===== src/rtl/prog_seq_if.sv =====
// Run/jump/LUT-write handshake bundle between the fetch-stage controller and prog_seq.
// The controller uses the master modport; the sequencer uses the slave modport.
interface prog_seq_if #(
    parameter int unsigned D  = 12,
    parameter int unsigned LW = 5,
    parameter int unsigned CW = 16
) ();
    logic          req;
    logic          stall;
    logic          reljump_en;
    logic          absjump_en;
    logic [LW-1:0] lut_idx;
    logic          halt;
    logic          lut_wr_en;
    logic [LW-1:0] lut_wr_addr;
    logic [D-1:0]  lut_wr_data;
    logic [D-1:0]  prog_ctr;
    logic          fetch_valid;
    logic          busy;
    logic          done;
    logic [CW-1:0] cycle_cnt;
    logic          timeout;

    modport master (
        output req, stall, reljump_en, absjump_en, lut_idx, halt,
               lut_wr_en, lut_wr_addr, lut_wr_data,
        input  prog_ctr, fetch_valid, busy, done, cycle_cnt, timeout
    );

    modport slave (
        input  req, stall, reljump_en, absjump_en, lut_idx, halt,
               lut_wr_en, lut_wr_addr, lut_wr_data,
        output prog_ctr, fetch_valid, busy, done, cycle_cnt, timeout
    );
endinterface


===== src/rtl/prog_seq.sv =====
// Program sequencer: PC, writable jump-target LUT, req/done run handshake, cycle counter.
// Define PROG_SEQ_WATCHDOG_EN to end a run with timeout=1 once cycle_cnt saturates.
module prog_seq #(
    parameter int unsigned D        = 12,
    parameter int unsigned LW       = 5,
    parameter int unsigned END_ADDR = 128,
    parameter int unsigned CW       = 16
) (
    input  logic      clk,
    input  logic      reset,
    prog_seq_if.slave bus
);
    typedef enum logic [1:0] {StIdle, StRun, StDone} state_e;

    localparam logic [D-1:0] EndPc = D'(END_ADDR);

    state_e        state_q, state_d;
    logic [D-1:0]  pc_q, pc_d;
    logic [CW-1:0] cnt_q, cnt_d;
    logic [D-1:0]  lut_q [2**LW];
    logic [D-1:0]  lut_val;
    logic          at_end;
    logic          cnt_sat;

    // Combinational read returns the pre-write entry during a same-cycle write.
    assign lut_val = lut_q[bus.lut_idx];
    assign at_end  = (pc_q == EndPc);
    assign cnt_sat = &cnt_q;

    always_comb begin
        state_d = state_q;
        pc_d    = pc_q;
        cnt_d   = cnt_q;
        case (state_q)
            StIdle: begin
                if (bus.req) begin
                    state_d = StRun;
                    pc_d    = '0;
                    cnt_d   = '0;
                end
            end
            StRun: begin
                if (!cnt_sat) begin
                    cnt_d = cnt_q + CW'(1);
                end
                if (at_end || bus.halt) begin
                    state_d = StDone;
                end else if (!bus.stall) begin
                    if (bus.absjump_en) begin
                        pc_d = lut_val;
                    end else if (bus.reljump_en) begin
                        pc_d = pc_q + lut_val;
                    end else begin
                        pc_d = pc_q + D'(1);
                    end
                end
`ifdef PROG_SEQ_WATCHDOG_EN
                if (cnt_sat) begin
                    state_d = StDone;
                    pc_d    = pc_q;
                end
`endif
            end
            StDone: begin
                if (!bus.req) begin
                    state_d = StIdle;
                end
            end
            default: state_d = StIdle;
        endcase
    end

    always_ff @(posedge clk or negedge reset) begin
        if (!reset) begin
            state_q <= StIdle;
            pc_q    <= '0;
            cnt_q   <= '0;
        end else begin
            state_q <= state_d;
            pc_q    <= pc_d;
            cnt_q   <= cnt_d;
        end
    end

    always_ff @(posedge clk or negedge reset) begin
        if (!reset) begin
            lut_q <= '{default: '0};
        end else if (bus.lut_wr_en) begin
            lut_q[bus.lut_wr_addr] <= bus.lut_wr_data;
        end
    end

`ifdef PROG_SEQ_WATCHDOG_EN
    logic timeout_q;

    // Sticky until the next run starts.
    always_ff @(posedge clk or negedge reset) begin
        if (!reset) begin
            timeout_q <= 1'b0;
        end else if (state_q == StIdle && bus.req) begin
            timeout_q <= 1'b0;
        end else if (state_q == StRun && cnt_sat) begin
            timeout_q <= 1'b1;
        end
    end

    assign bus.timeout = timeout_q;
`else
    assign bus.timeout = 1'b0;
`endif

    assign bus.prog_ctr    = pc_q;
    assign bus.cycle_cnt   = cnt_q;
    assign bus.busy        = (state_q == StRun);
    assign bus.done        = (state_q == StDone);
    // The cycle that sits on END_ADDR fetches nothing.
    assign bus.fetch_valid = (state_q == StRun) && !bus.stall && !at_end;
endmodule


===== src/flat_wrapper.sv =====
// flat-port wrapper written by rule: the top's interface ports become plain ports
module prog_seq_flat 
#(
    parameter int unsigned D        = 12,
    parameter int unsigned LW       = 5,
    parameter int unsigned END_ADDR = 128,
    parameter int unsigned CW       = 16
)
  (clk, reset, bus_req, bus_stall, bus_reljump_en, bus_absjump_en, bus_lut_idx, bus_halt, bus_lut_wr_en, bus_lut_wr_addr, bus_lut_wr_data, bus_prog_ctr, bus_fetch_valid, bus_busy, bus_done, bus_cycle_cnt, bus_timeout);
  prog_seq_if #(.D(D), .LW(LW), .CW(CW)) bus_i ();
  input  logic clk;
  input  logic reset;
  input wire logic [$bits(bus_i.req)-1:0] bus_req;
  input wire logic [$bits(bus_i.stall)-1:0] bus_stall;
  input wire logic [$bits(bus_i.reljump_en)-1:0] bus_reljump_en;
  input wire logic [$bits(bus_i.absjump_en)-1:0] bus_absjump_en;
  input wire logic [$bits(bus_i.lut_idx)-1:0] bus_lut_idx;
  input wire logic [$bits(bus_i.halt)-1:0] bus_halt;
  input wire logic [$bits(bus_i.lut_wr_en)-1:0] bus_lut_wr_en;
  input wire logic [$bits(bus_i.lut_wr_addr)-1:0] bus_lut_wr_addr;
  input wire logic [$bits(bus_i.lut_wr_data)-1:0] bus_lut_wr_data;
  output wire logic [$bits(bus_i.prog_ctr)-1:0] bus_prog_ctr;
  output wire logic [$bits(bus_i.fetch_valid)-1:0] bus_fetch_valid;
  output wire logic [$bits(bus_i.busy)-1:0] bus_busy;
  output wire logic [$bits(bus_i.done)-1:0] bus_done;
  output wire logic [$bits(bus_i.cycle_cnt)-1:0] bus_cycle_cnt;
  output wire logic [$bits(bus_i.timeout)-1:0] bus_timeout;
  assign bus_i.req = bus_req;
  assign bus_i.stall = bus_stall;
  assign bus_i.reljump_en = bus_reljump_en;
  assign bus_i.absjump_en = bus_absjump_en;
  assign bus_i.lut_idx = bus_lut_idx;
  assign bus_i.halt = bus_halt;
  assign bus_i.lut_wr_en = bus_lut_wr_en;
  assign bus_i.lut_wr_addr = bus_lut_wr_addr;
  assign bus_i.lut_wr_data = bus_lut_wr_data;
  assign bus_prog_ctr = bus_i.prog_ctr;
  assign bus_fetch_valid = bus_i.fetch_valid;
  assign bus_busy = bus_i.busy;
  assign bus_done = bus_i.done;
  assign bus_cycle_cnt = bus_i.cycle_cnt;
  assign bus_timeout = bus_i.timeout;
  prog_seq #(.D(D), .LW(LW), .END_ADDR(END_ADDR), .CW(CW)) u_core (.clk(clk), .reset(reset), .bus(bus_i));
endmodule

===== config.mk =====
export PLATFORM = sky130hd
export DESIGN_NAME = prog_seq_flat
export DESIGN_NICKNAME = d
export VERILOG_FILES = /design/src/rtl/prog_seq_if.sv /design/src/rtl/prog_seq.sv /design/src/flat_wrapper.sv
export SDC_FILE = /design/constraint.sdc
export NUM_CORES = 1
export LEC_CHECK = 0
export CORE_MARGIN = 1.5
export CORE_UTILIZATION = 58
export CTS_BUF_LIST = sky130_fd_sc_hd__clkbuf_8
export DETAILED_ROUTE_END_ITERATION = 8
export PLACE_DENSITY_LB_ADDON = 0.1
export SLEW_MARGIN = 40
export SYNTH_ARGS = -nofsm -noshare
export SYNTH_HDL_FRONTEND = slang
export SYNTH_SLANG_ARGS = --single-unit

===== constraint.sdc =====
create_clock -name clk -period 3.2 [get_ports clk]
set_clock_uncertainty 0.2 [all_clocks]
set_input_delay 0.64 -clock clk [delete_from_list [all_inputs] [get_ports clk]]
set_output_delay 0.64 -clock clk [all_outputs]
set_load 0.05 [all_outputs]

Yosys cells after proc, flatten, opt, wreduce, memory -nomap -nowiden
Cells that the tools add are included.
{"block": "word_totals", "regBits": 414, "input_bits": 30, "out_inout_bits": 32, "wordCells": 83}
{"block": "op_classes", "n_addsub": 3, "n_lt_le_gt_ge": 3, "n_eq_ne": 9, "mux": 19, "n_bitwise": 2, "reduce_logical": 12}
{"operator": "$bwmux W384", "n": 1}
{"operator": "$mux W12", "n": 8}
{"operator": "$bmux W12 S5", "n": 1}
{"operator": "$demux W12 S5", "n": 1}
{"operator": "$mux W16", "n": 2}
{"operator": "$pmux W16 S2", "n": 1}
{"operator": "$pmux W12 S2", "n": 1}
{"operator": "$add A16 B1 Y16 const B", "n": 1}
{"operator": "$reduce_and A16 Y1", "n": 1}
{"operator": "$add A12 B1 Y12 const B", "n": 1}
{"operator": "$add A12 B12 Y12", "n": 1}
{"operator": "$eq A12 B8 Y1 const B", "n": 1}
{"operator": "$ge A6 B6 Y1 const B", "n": 2}
{"operator": "$not A5 Y6", "n": 2}
{"operator": "$ne A2 B2 Y1 const B", "n": 5}
{"operator": "$lt A6 B1 Y1 const B", "n": 1}
{"operator": "$mux W2", "n": 3}
{"operator": "$pmux W2 S3", "n": 1}
{"operator": "$reduce_and A3 Y1", "n": 2}
{"operator": "$reduce_and A4 Y1", "n": 1}
{"operator": "$logic_and A1 B1 Y1", "n": 3}
{"operator": "$eq A2 B1 Y1 const B", "n": 1}
{"operator": "$eq A2 B2 Y1 const B", "n": 1}
{"operator": "$logic_not A1 Y1", "n": 2}
{"operator": "other kinds (4)", "n": 4}

Depth between registers and ports, before layout
Gate-level depths: netlist of run 1.
{"block": "depth", "word_depth": 10, "mapped_depth": 18, "ltp_nobuf": 15}

Worst setup path after synthesis of run 1
OpenSTA, ideal clock, no wires.
{"block": "synth_timing", "kind": "input -> register", "from": "input bus_lut_idx[1]", "to": "register u_core.pc_q[11] (netlist: u_core.bus.prog_ctr[11])", "arrival_ns": 4.042, "t_required_ns": 2.842, "slack_ns": -1.200, "cell_stages": 16, "n_path_buf": 3, "path_cell_list": "buf_2 buf_2 clkbuf_1 mux4_2 mux4_2 mux2i_1 nor2b_1 ha_1 a21o_1 a2111oi_0 a21o_1 o21ai_0 xnor2_1 a21oi_1 o32a_1 a21oi_1"}
{"block": "synth_between", "elab_chain_len": 10}
{"item": "from (decl)", "line_no": "flat_wrapper.sv:17", "text": "input wire logic [$bits(bus_i.lut_idx)-1:0] bus_lut_idx;"}
{"item": "$not A5 Y6 (not written as such) *", "line_no": "prog_seq.sv:26", "text": "assign lut_val = lut_q[bus.lut_idx];"}
{"item": "$bmux W12 S5 *", "line_no": "prog_seq.sv:26"}
{"item": "$mux W12 (not written as such) * (2 in series)", "line_no": "prog_seq.sv:26"}
{"item": "$add A12 B12 Y12", "line_no": "prog_seq.sv:52", "text": "pc_d = pc_q + lut_val;"}
{"item": "$mux W12", "line_no": "prog_seq.sv:51", "text": "end else if (bus.reljump_en) begin"}
{"item": "$mux W12 *", "line_no": "prog_seq.sv:49", "text": "if (bus.absjump_en) begin"}
{"item": "$mux W12 *", "line_no": "prog_seq.sv:48", "text": "end else if (!bus.stall) begin"}
{"item": "$mux W12 *", "line_no": "prog_seq.sv:46", "text": "if (at_end || bus.halt) begin"}
{"item": "$pmux W12 S2 *", "line_no": "prog_seq.sv:34", "text": "case (state_q)"}
{"item": "to (signal assigned)", "line_no": "prog_seq.sv:80", "text": "pc_q <= pc_d;"}
{"item": "to (decl)", "line_no": "prog_seq.sv:18", "text": "logic [D-1:0] pc_q, pc_d;"}
Mark *: on every way between the ends. The rest lies on a longest branch, timed or not. The select of a mux whose other input is x is not followed.
A chain may end at the register's enable or synchronous reset.

Worst setup path in the final report of run 1
{"block": "layout_timing", "from": "input bus_lut_idx[0]", "to": "register u_core.pc_q[11] (netlist: u_core.bus.prog_ctr[11])"}
The elaborated chain is that of the path after synthesis.

==> run metrics, run 1 <==
First-pass DRT Iterations=4; FF+latch count, synth=a little over 400; Routed WL=47420 um; clock tree buffer depth=3; Buffers on Ports=60; Area growth, synth to finish=19.04%; CP startpoint kind=primary input; Slew Limit Fails=0; Worst-Skew Late Latency=0.60 ns; share of layout cells above drive strength 1=0.5218; Final Util=0.7081; vias in the first global route=12707; CP bufs+invs=5; post-route setup slack=-0.5346 ns; total core area=~0.033 mm^2; Detailed Place HPWL=around 30000 um; final setup TNS=-3.382 ns; Final min period=3.735 ns; DRC=0; unrepaired setup endpoints after global routing=true; Slowest-stage cell, CP=mux4_2; final worst-path cycle share=1.167; outcome=finished, violations left; WP data arrival=~4 ns; Worst Hold Class=reg2reg; failing checks=negative setup slack; Syn Nets=1336; max_cap viols=0; Async SR Flop Fraction=1.000; EDFF count, synth=0; cell area power density=631.5 mW/mm^2; Critical Path RT=3.51 ns; CTS tree=yes; crit-path max cell delay=0.54 ns; CTS sink count=414; Worst path top cell family by delay=multiplexers; largest net degree at the start of global routing=77; Cells after Synth=1293; Num CTS Buffers=between 60 and 70; ANT nets after route=0; VDD IR-drop max=between 0.4 and 0.5 mV; Routability Congestion=0.9053; max frequency=around 270 MHz; syn avg cell area=15.08 um^2; H-tree depth=3; ant diodes=0; crit path capture type=register; Root Driver=clkbuf_8; placed cell area=0.02142 mm^2; die area=0.03473 mm^2; sequential-to-total area share from yosys stat=0.5312; Global Route Usage Sum=0.2816; total number of vias=11918; initial antenna violation count=0; post-route cell area=~0.023 mm^2; Std-Cell Rows=66; Max-slew headroom=0.5623; Final setup viols=9; GR Overflow Total=0; DR iter-0 viols=around 710; CP cell instances=buf_16 -> buf_12 -> buf_12 -> buf_12 -> mux4_2 -> mux4_2 -> mux2i_1 -> buf_4 -> nor2b_1 -> ha_1 -> a21oi_2 -> o21bai_1 -> a21oi_2 -> o21ai_2 -> xnor2_2 -> o32a_1 -> a21oi_2; Syn Std Cell Area=0.01950 mm^2; Synth warnings=0; Post-synth top flop=dfrtp_1; CP Max Fanout=8; Crit Path Category=in2reg; clock slew seen by the registers of the worst setup and hold paths=0.06 ns; LEAKAGE=approximately 11 nW; Ports=62; nets@finish=~1500; count of cell types in the netlist=49; Die H=186.4 um; via/cell ratio=6.028; Hold Vio Cnt, Final=0; Die X=approximately 190 um; filler cell count=2253; global-route wire length before repair=74580 um; Avg WL per Cell=23.99 um; Starting Density=0.5948; Tightest Pin Transition=0.6566 ns
==> metal layers <==
| metal | share of wire | GRT usage |
|---|---|---|
| met4 | 0.027 | 0.09443 |
| met1 | 0.45 | 0.3925 |
| met2 | 0.48 | 0.4496 |
| met5 | 0 | 0 |
| met3 | 0.043 | 0.05398 |
==> synth_stat cells (4+ instances only) <==
library cell / number / area [um^2]
nand4_1: 4 / 25.02
clkbuf_1: 86 / 322.8
dfrtp_1: 414 / 10360
mux2_2: 384 / 4324
nand3_1: 17 / 85.08
nor3_1: 5 / 25.02
nor2_1: 50 / 187.7
nand2_1: 34 / 127.6
buf_12: 4 / 80.08
nor2b_1: 15 / 93.84
mux4_2: 114 / 2567
inv_1: 10 / 37.54
o21ai_0: 6 / 30.03
mux2i_1: 13 / 130.1
buf_2: 10 / 50.05
nor4_1: 4 / 25.02
o21ai_1: 12 / 60.06
a21oi_1: 15 / 75.07
nand2b_1: 5 / 31.28
nand3b_1: 4 / 30.03
xnor2_1: 13 / 113.9
ha_1: 12 / 150.1
mux4_1: 5 / 131.4
nor3b_1: 5 / 37.54
xor2_1: 8 / 70.07
a21o_1: 4 / 30.03
==> final cells by class <==
type	count	area, um^2	share of cell area
flip-flops and latches	414	10360	0.4463
multi-input cells	763	8765	0.3775
repair buffers	233	2217	0.09551
clock buffers	82	1129	0.04861
well taps	442	553.0	0.02382
clock inverters	33	153.9	0.006629
inverters	10	37.54	0.001617
==> cells in the final DEF (no fill, tap or decap), types with 4 or more instances in the layout <==
master	instances
a21o_1	4
clkdlybuf4s50_1	54
a21oi_1	9
clkbuf_8	82
clkinvlp_4	5
a21oi_2	6
mux2_2	384
xnor2_1	11
ha_1	10
nor3b_1	5
nand3b_1	4
nand4_1	4
mux4_2	114
nand2b_1	4
inv_1	30
buf_4	138
nor2_1	47
nor2b_1	14
nor4_1	4
buf_12	16
mux2i_1	10
mux4_1	5
nand2_1	33
o21ai_1	13
xor2_1	8
nand3_1	17
nor3_1	4
dfrtp_1	414
clkinv_2	5
buf_6	18
==> through the flow <==
step	hold slack (ns)	worst slack, ns	std cells	power, mW
detailed placement	0.2881	-1.160	1830	10.09
global placement	0.2796	-1.097	1830	9.962
CTS	0.3019	-0.4612	1971	14.69
floorplan	0.1444	-1.032	1293	8.961
finish	0.2998	-0.5346	1977	14.66
global route	0.3073	-0.6049	1977	15.34
==> where the power goes <==
group | internal, mW | switching, mW | leakage, nW | total [mW]
clock | 2.31 | 2.07 | 0.732 | 4.38
sequential | 6.25 | 0.583 | 5.32 | 6.84
combinational | 1.94 | 1.50 | 4.51 | 3.44
==> timing repair <==
| item | CTS | global route |
|---|---|---|
| gates resized for setup | 45 | 12 |
| pin swaps | 20 | 12 |
| hold buffers | 1 | 0 |
| buffers inserted | 24 | 7 |
| hold endpoints to repair | 68 | 0 |
| setup endpoints to repair | 9 | 9 |
| gates cloned | 2 | 0 |
==> sequential cells by signal, indices dropped and copies added, names as in the netlist <==
signal	count
u_core.state_q	2
u_core.bus.prog_ctr	12
u_core.bus.cycle_cnt	16
u_core.lut_q	384
==> cell families after synthesis <==
logic type | synth area share
mux | 0.3668
simple gates | 0.04061
buf+inv | 0.02708
xor+xnor | 0.009432
other cells | 0.0001923
compound gates | 0.01591
flops | 0.5312
fa+ha+maj | 0.008726
==> final timing paths <==
| check | slack (ns) | endpoint | start | cells after the start |
|---|---|---|---|---|
| setup / recovery | -0.53 | u_core.bus.prog_ctr[11] | bus_lut_idx[0] | 17 |
| hold reg to reg | 0.30 | u_core.lut_q[263] | u_core.lut_q[263] | 1 |
| max in group asynchronous | 1.53 | u_core.lut_q[211] | reset | 3 |
| min in group asynchronous | 0.45 | u_core.lut_q[317] | reset | 2 |
| hold / removal | 0.30 | u_core.lut_q[263] | u_core.lut_q[263] | 1 |
| setup reg to reg | -0.45 | u_core.bus.prog_ctr[10] | u_core.lut_q[336] | 15 |
Note: power is estimated with default switching activity, not from simulation.
==> run 2: changes to the inputs <==
- ABC_AREA: not set -> 1
- CTS_CLUSTER_SIZE: not set -> 8
==> run 2 against run 1 <==
Compared with the run above: the run now ends clean; critical path depth grew 2; combinational power up 1%; flip-flop and latch count unchanged; critical endpoint is now u_core.bus.prog_ctr[8]; largest cell class unchanged; largest power group unchanged; routed wire length grew 26%; fmax is 19% higher; via count is 48% higher; clock power is 8.7% higher.
==> run metrics, run 2 <==
clock slew seen by the registers of the worst setup and hold paths=0.06 ns (about the same); total number of vias=17679 (+48%); GRT met3 Usage=0.06882 (+0.01484); Synth top area share=0.5375 (+0.006242); initial antenna violation count=3 (+3); most common cell after layout, fill and taps aside=o21ai_0; CP Max Fanout=18 (+10); Largest register FFs=384 (unchanged); total core area=0.03262 mm^2 (-0.50%); Synth top cells by count=o21ai_0, nand2_1, dfrtp_1; Post-synth top flop=dfrtp_1; global-route wire length before repair=92130 um (+24%); VDD IR-drop max=0.4545 mV (+4.9%); most common cell in the netlist=o21ai_0; Worst-Skew Late Latency=0.62 ns (+0.02 ns); Net Sw Frac=0.3239 (+0.04060); Max-slew headroom=0.5933 (+0.03104); WP data arrival=3.43 ns (-0.62 ns); Compound-Gate Fraction of Synth Area=0.2107 (+0.1948); M2 GR Usage=0.5488 (+0.09914); Yosys top cell by area=dfrtp_1; GR Overflow Total=0 (unchanged); ANT nets after route=0 (unchanged); H-tree depth=3 (unchanged); Root Driver=clkbuf_8; Final min period=3.149 ns (-0.5858 ns); Syn Std Cell Area=0.01927 mm^2 (-1.2%); largest net degree at the start of global routing=74 (-3.9%); Crit Path Category=in2reg; Async SR Flop Fraction=1.000 (unchanged); hold wc startpoint=u_core.lut_q[169]; CP startpoint kind=primary input; P_int=10.22 mW (-2.7%); count of cell types in the netlist=42 (-14%); most frequent cells in the layout=o21ai_0, nand2_1, dfrtp_1; Ports=62 (unchanged); main area contributors after synthesis=dfrtp_1, o21ai_0, nand2_1; Syn Nets=2375 (+78%); outcome=finished, final reports clean; reg-to-reg startpoint=u_core.lut_q[62]; Avg WL per Cell=20.12 um (-16%); Biggest register=u_core.lut_q; Routed WL=59690 um (+26%); Buffers on Ports=60 (unchanged); Std-Cell Rows=66 (unchanged); Die X=185.3 um (-0.57%); clock tree buffer depth=3 (unchanged); largest family of logic cells by synthesized area=compound AO/OA/AOI/OAI gates; final worst-path cycle share=0.9840 (-0.1830); Synth warnings=0 (unchanged); Tightest Pin Transition=0.6100 ns (-0.04656 ns); Routability Congestion=0.9082 (+0.32%); mux cell area share after synthesis=0 (-0.3668); LEAKAGE=10.67 nW (+1.1%); EDFF count, synth=0 (unchanged); nets@finish=2522 (+65%); Hold Vio Cnt, Final=0 (unchanged); Global Route Usage Sum=0.3518 (+0.07012); Synth Area in Adders=0.008828 (+0.0001025); Reg power frac=0.455 (-0.011); Slew Limit Fails=0 (unchanged); Cells after Synth=2332 (+80%); Final setup viols=0 (-9); post-route cell area=0.02322 mm^2 (about the same); DRC=0 (unchanged); First-pass DRT Iterations=6 (+2); via/cell ratio=5.959 (-1.2%); CTS tree=yes; FF+latch count, synth=414 (unchanged); placed cell area=0.02136 mm^2 (-0.27%); ant diodes=0 (unchanged); Detailed Place HPWL=38140 um (+26%); Final Total Pwr=15.12 mW (+3.2%); Clk pwr share=0.315 (+0.016); Area growth, synth to finish=20.49%; syn avg cell area=8.265 um^2 (-45%); Synth Area in XOR/XNOR=0.003635 (-0.005796); max_cap viols=0 (unchanged); final setup TNS=0 ns (+3.382 ns); Critical Path RT=3.48 ns (-0.03 ns); Simple-Gate Fraction of Synth Area=0.1807 (+0.1400); Starting Density=0.5909 (-0.003931); CTS sink count=414 (unchanged); worst setup path start=bus_lut_idx[0]; die area=0.03433 mm^2 (-1.1%); share of layout cells above drive strength 1=0.1442 (-0.3777); max frequency=317.6 MHz (+19%); Worst Hold Class=reg2reg; met1 GRT Util=0.4921 (+0.09953); Num CTS Buffers=70 (+2.9%); sequential-to-total area share from yosys stat=0.5375 (+0.006242); DR iter-0 viols=1821 (+160%); crit path capture type=register; P_sw=4.899 mW (+18%); Logic pwr share=0.230 (-0.005); Die H=185.3 um (-0.57%); vias in the first global route=16697 (+31%); Most Crowded Layer GR=met2; cell area power density=651.2 mW/mm^2 (+3.1%); Final Util=0.7120 (+0.003892)
[run 2: changes by cell type after synthesis, sizes merged, moves of 26 or more]
cell	previous run	this run
a21oi	15	86
buf	20	53
clkbuf	86	130
inv	10	93
mux2	384	0
mux4	119	0
nand2	34	502
nand3	17	95
nor2	50	237
o211ai	0	26
o21ai	18	572
o221ai	0	41
[run 2: final cells by class]
type | instances | area, um^2
clock buffers | 91 | 1252
clock inverters | 27 | 146.4
fillers | 2633 | 9394
inverters | 94 | 377.9
multi-input cells | 1641 | 7971
flip-flops and latches | 414 | 10360
well taps | 442 | 553.0
repair buffers | 258 | 2564
[run 2: per-layer routing]
| metal | vias to the layer above | wire, um |
|---|---|---|
| met2 | 804 | 27900 |
| met3 | 125 | 5193 |
| li1 | 8142 | - |
| met5 | - | 43 |
| met1 | 8602 | 24890 |
| met4 | 6 | 1661 |
[run 2: path summary, 6_finish.rpt]
kind,to,slack [ns],cells after the start
setup reg to reg,u_core.bus.prog_ctr[8],0.16,17
hold reg to reg,u_core.lut_q[169],0.28,2
min in group asynchronous,u_core.lut_q[323],0.41,2
max in group asynchronous,u_core.lut_q[125],1.55,3
setup / recovery,u_core.bus.prog_ctr[8],0.05,19
hold / removal,u_core.lut_q[169],0.28,2
[run 2: power by group through the flow]
stage / Clock [mW] / Sequential [mW] / Combinational (mW)
floorplan: 0 / 7.02 / 1.88
global placement: 0 / 6.90 / 3.25
CTS: 4.82 / 6.85 / 3.35
detailed placement: 0 / 6.93 / 3.33
global route: 5.05 / 6.98 / 3.89
finish: 4.76 / 6.88 / 3.48
[run 2: cells by family after synthesis]
kind of cell,Yosys count
AND/OR/NAND/NOR,863
flip-flops,414
buffers and inverters,277
other,1
AO/OA/AOI/OAI,756
XOR/XNOR,8
adder cells (fa/ha/maj),13
[run 2: worst max-delay path, stage by stage]
cell and delay [ns]:
buf_8 0.14, clkinv_8 0.12, buf_12 0.15, buf_6 0.15, o21ai_0 0.29, o211ai_1 0.14, nand3_1 0.17, nand3_1 0.14
nand2_4 0.12, nor2_1 0.05, ha_1 0.34, inv_1 0.08, nor3_2 0.25, a21oi_2 0.10, nor2_1 0.09, nor2_1 0.05
xor2_1 0.14, o211ai_1 0.18, nand2_1 0.07
[run 2: timing repair]
item | 4_1_cts | 5_1_grt
buffers inserted | 0 | 8
pin swaps | 0 | 29
resized for setup | 3 | 73
gates cloned | 1 | 3
hold buffers | 1 | 0
hold endpoints to repair | 63 | 0
endpoints found under the setup margin | 2 | 8
[run 2: metrics by stage]
stage / std cells / setup slack (ns) / hold WS, ns
CTS: 2956 / -0.005239 / 0.2821
detailed placement: 2836 / -0.6980 / 0.2677
floorplan: 2332 / 0.01636 / 0.1444
global route: 2967 / -0.03021 / 0.3004
global placement: 2836 / -0.6378 / 0.2601
finish: 2967 / 0.05116 / 0.2803
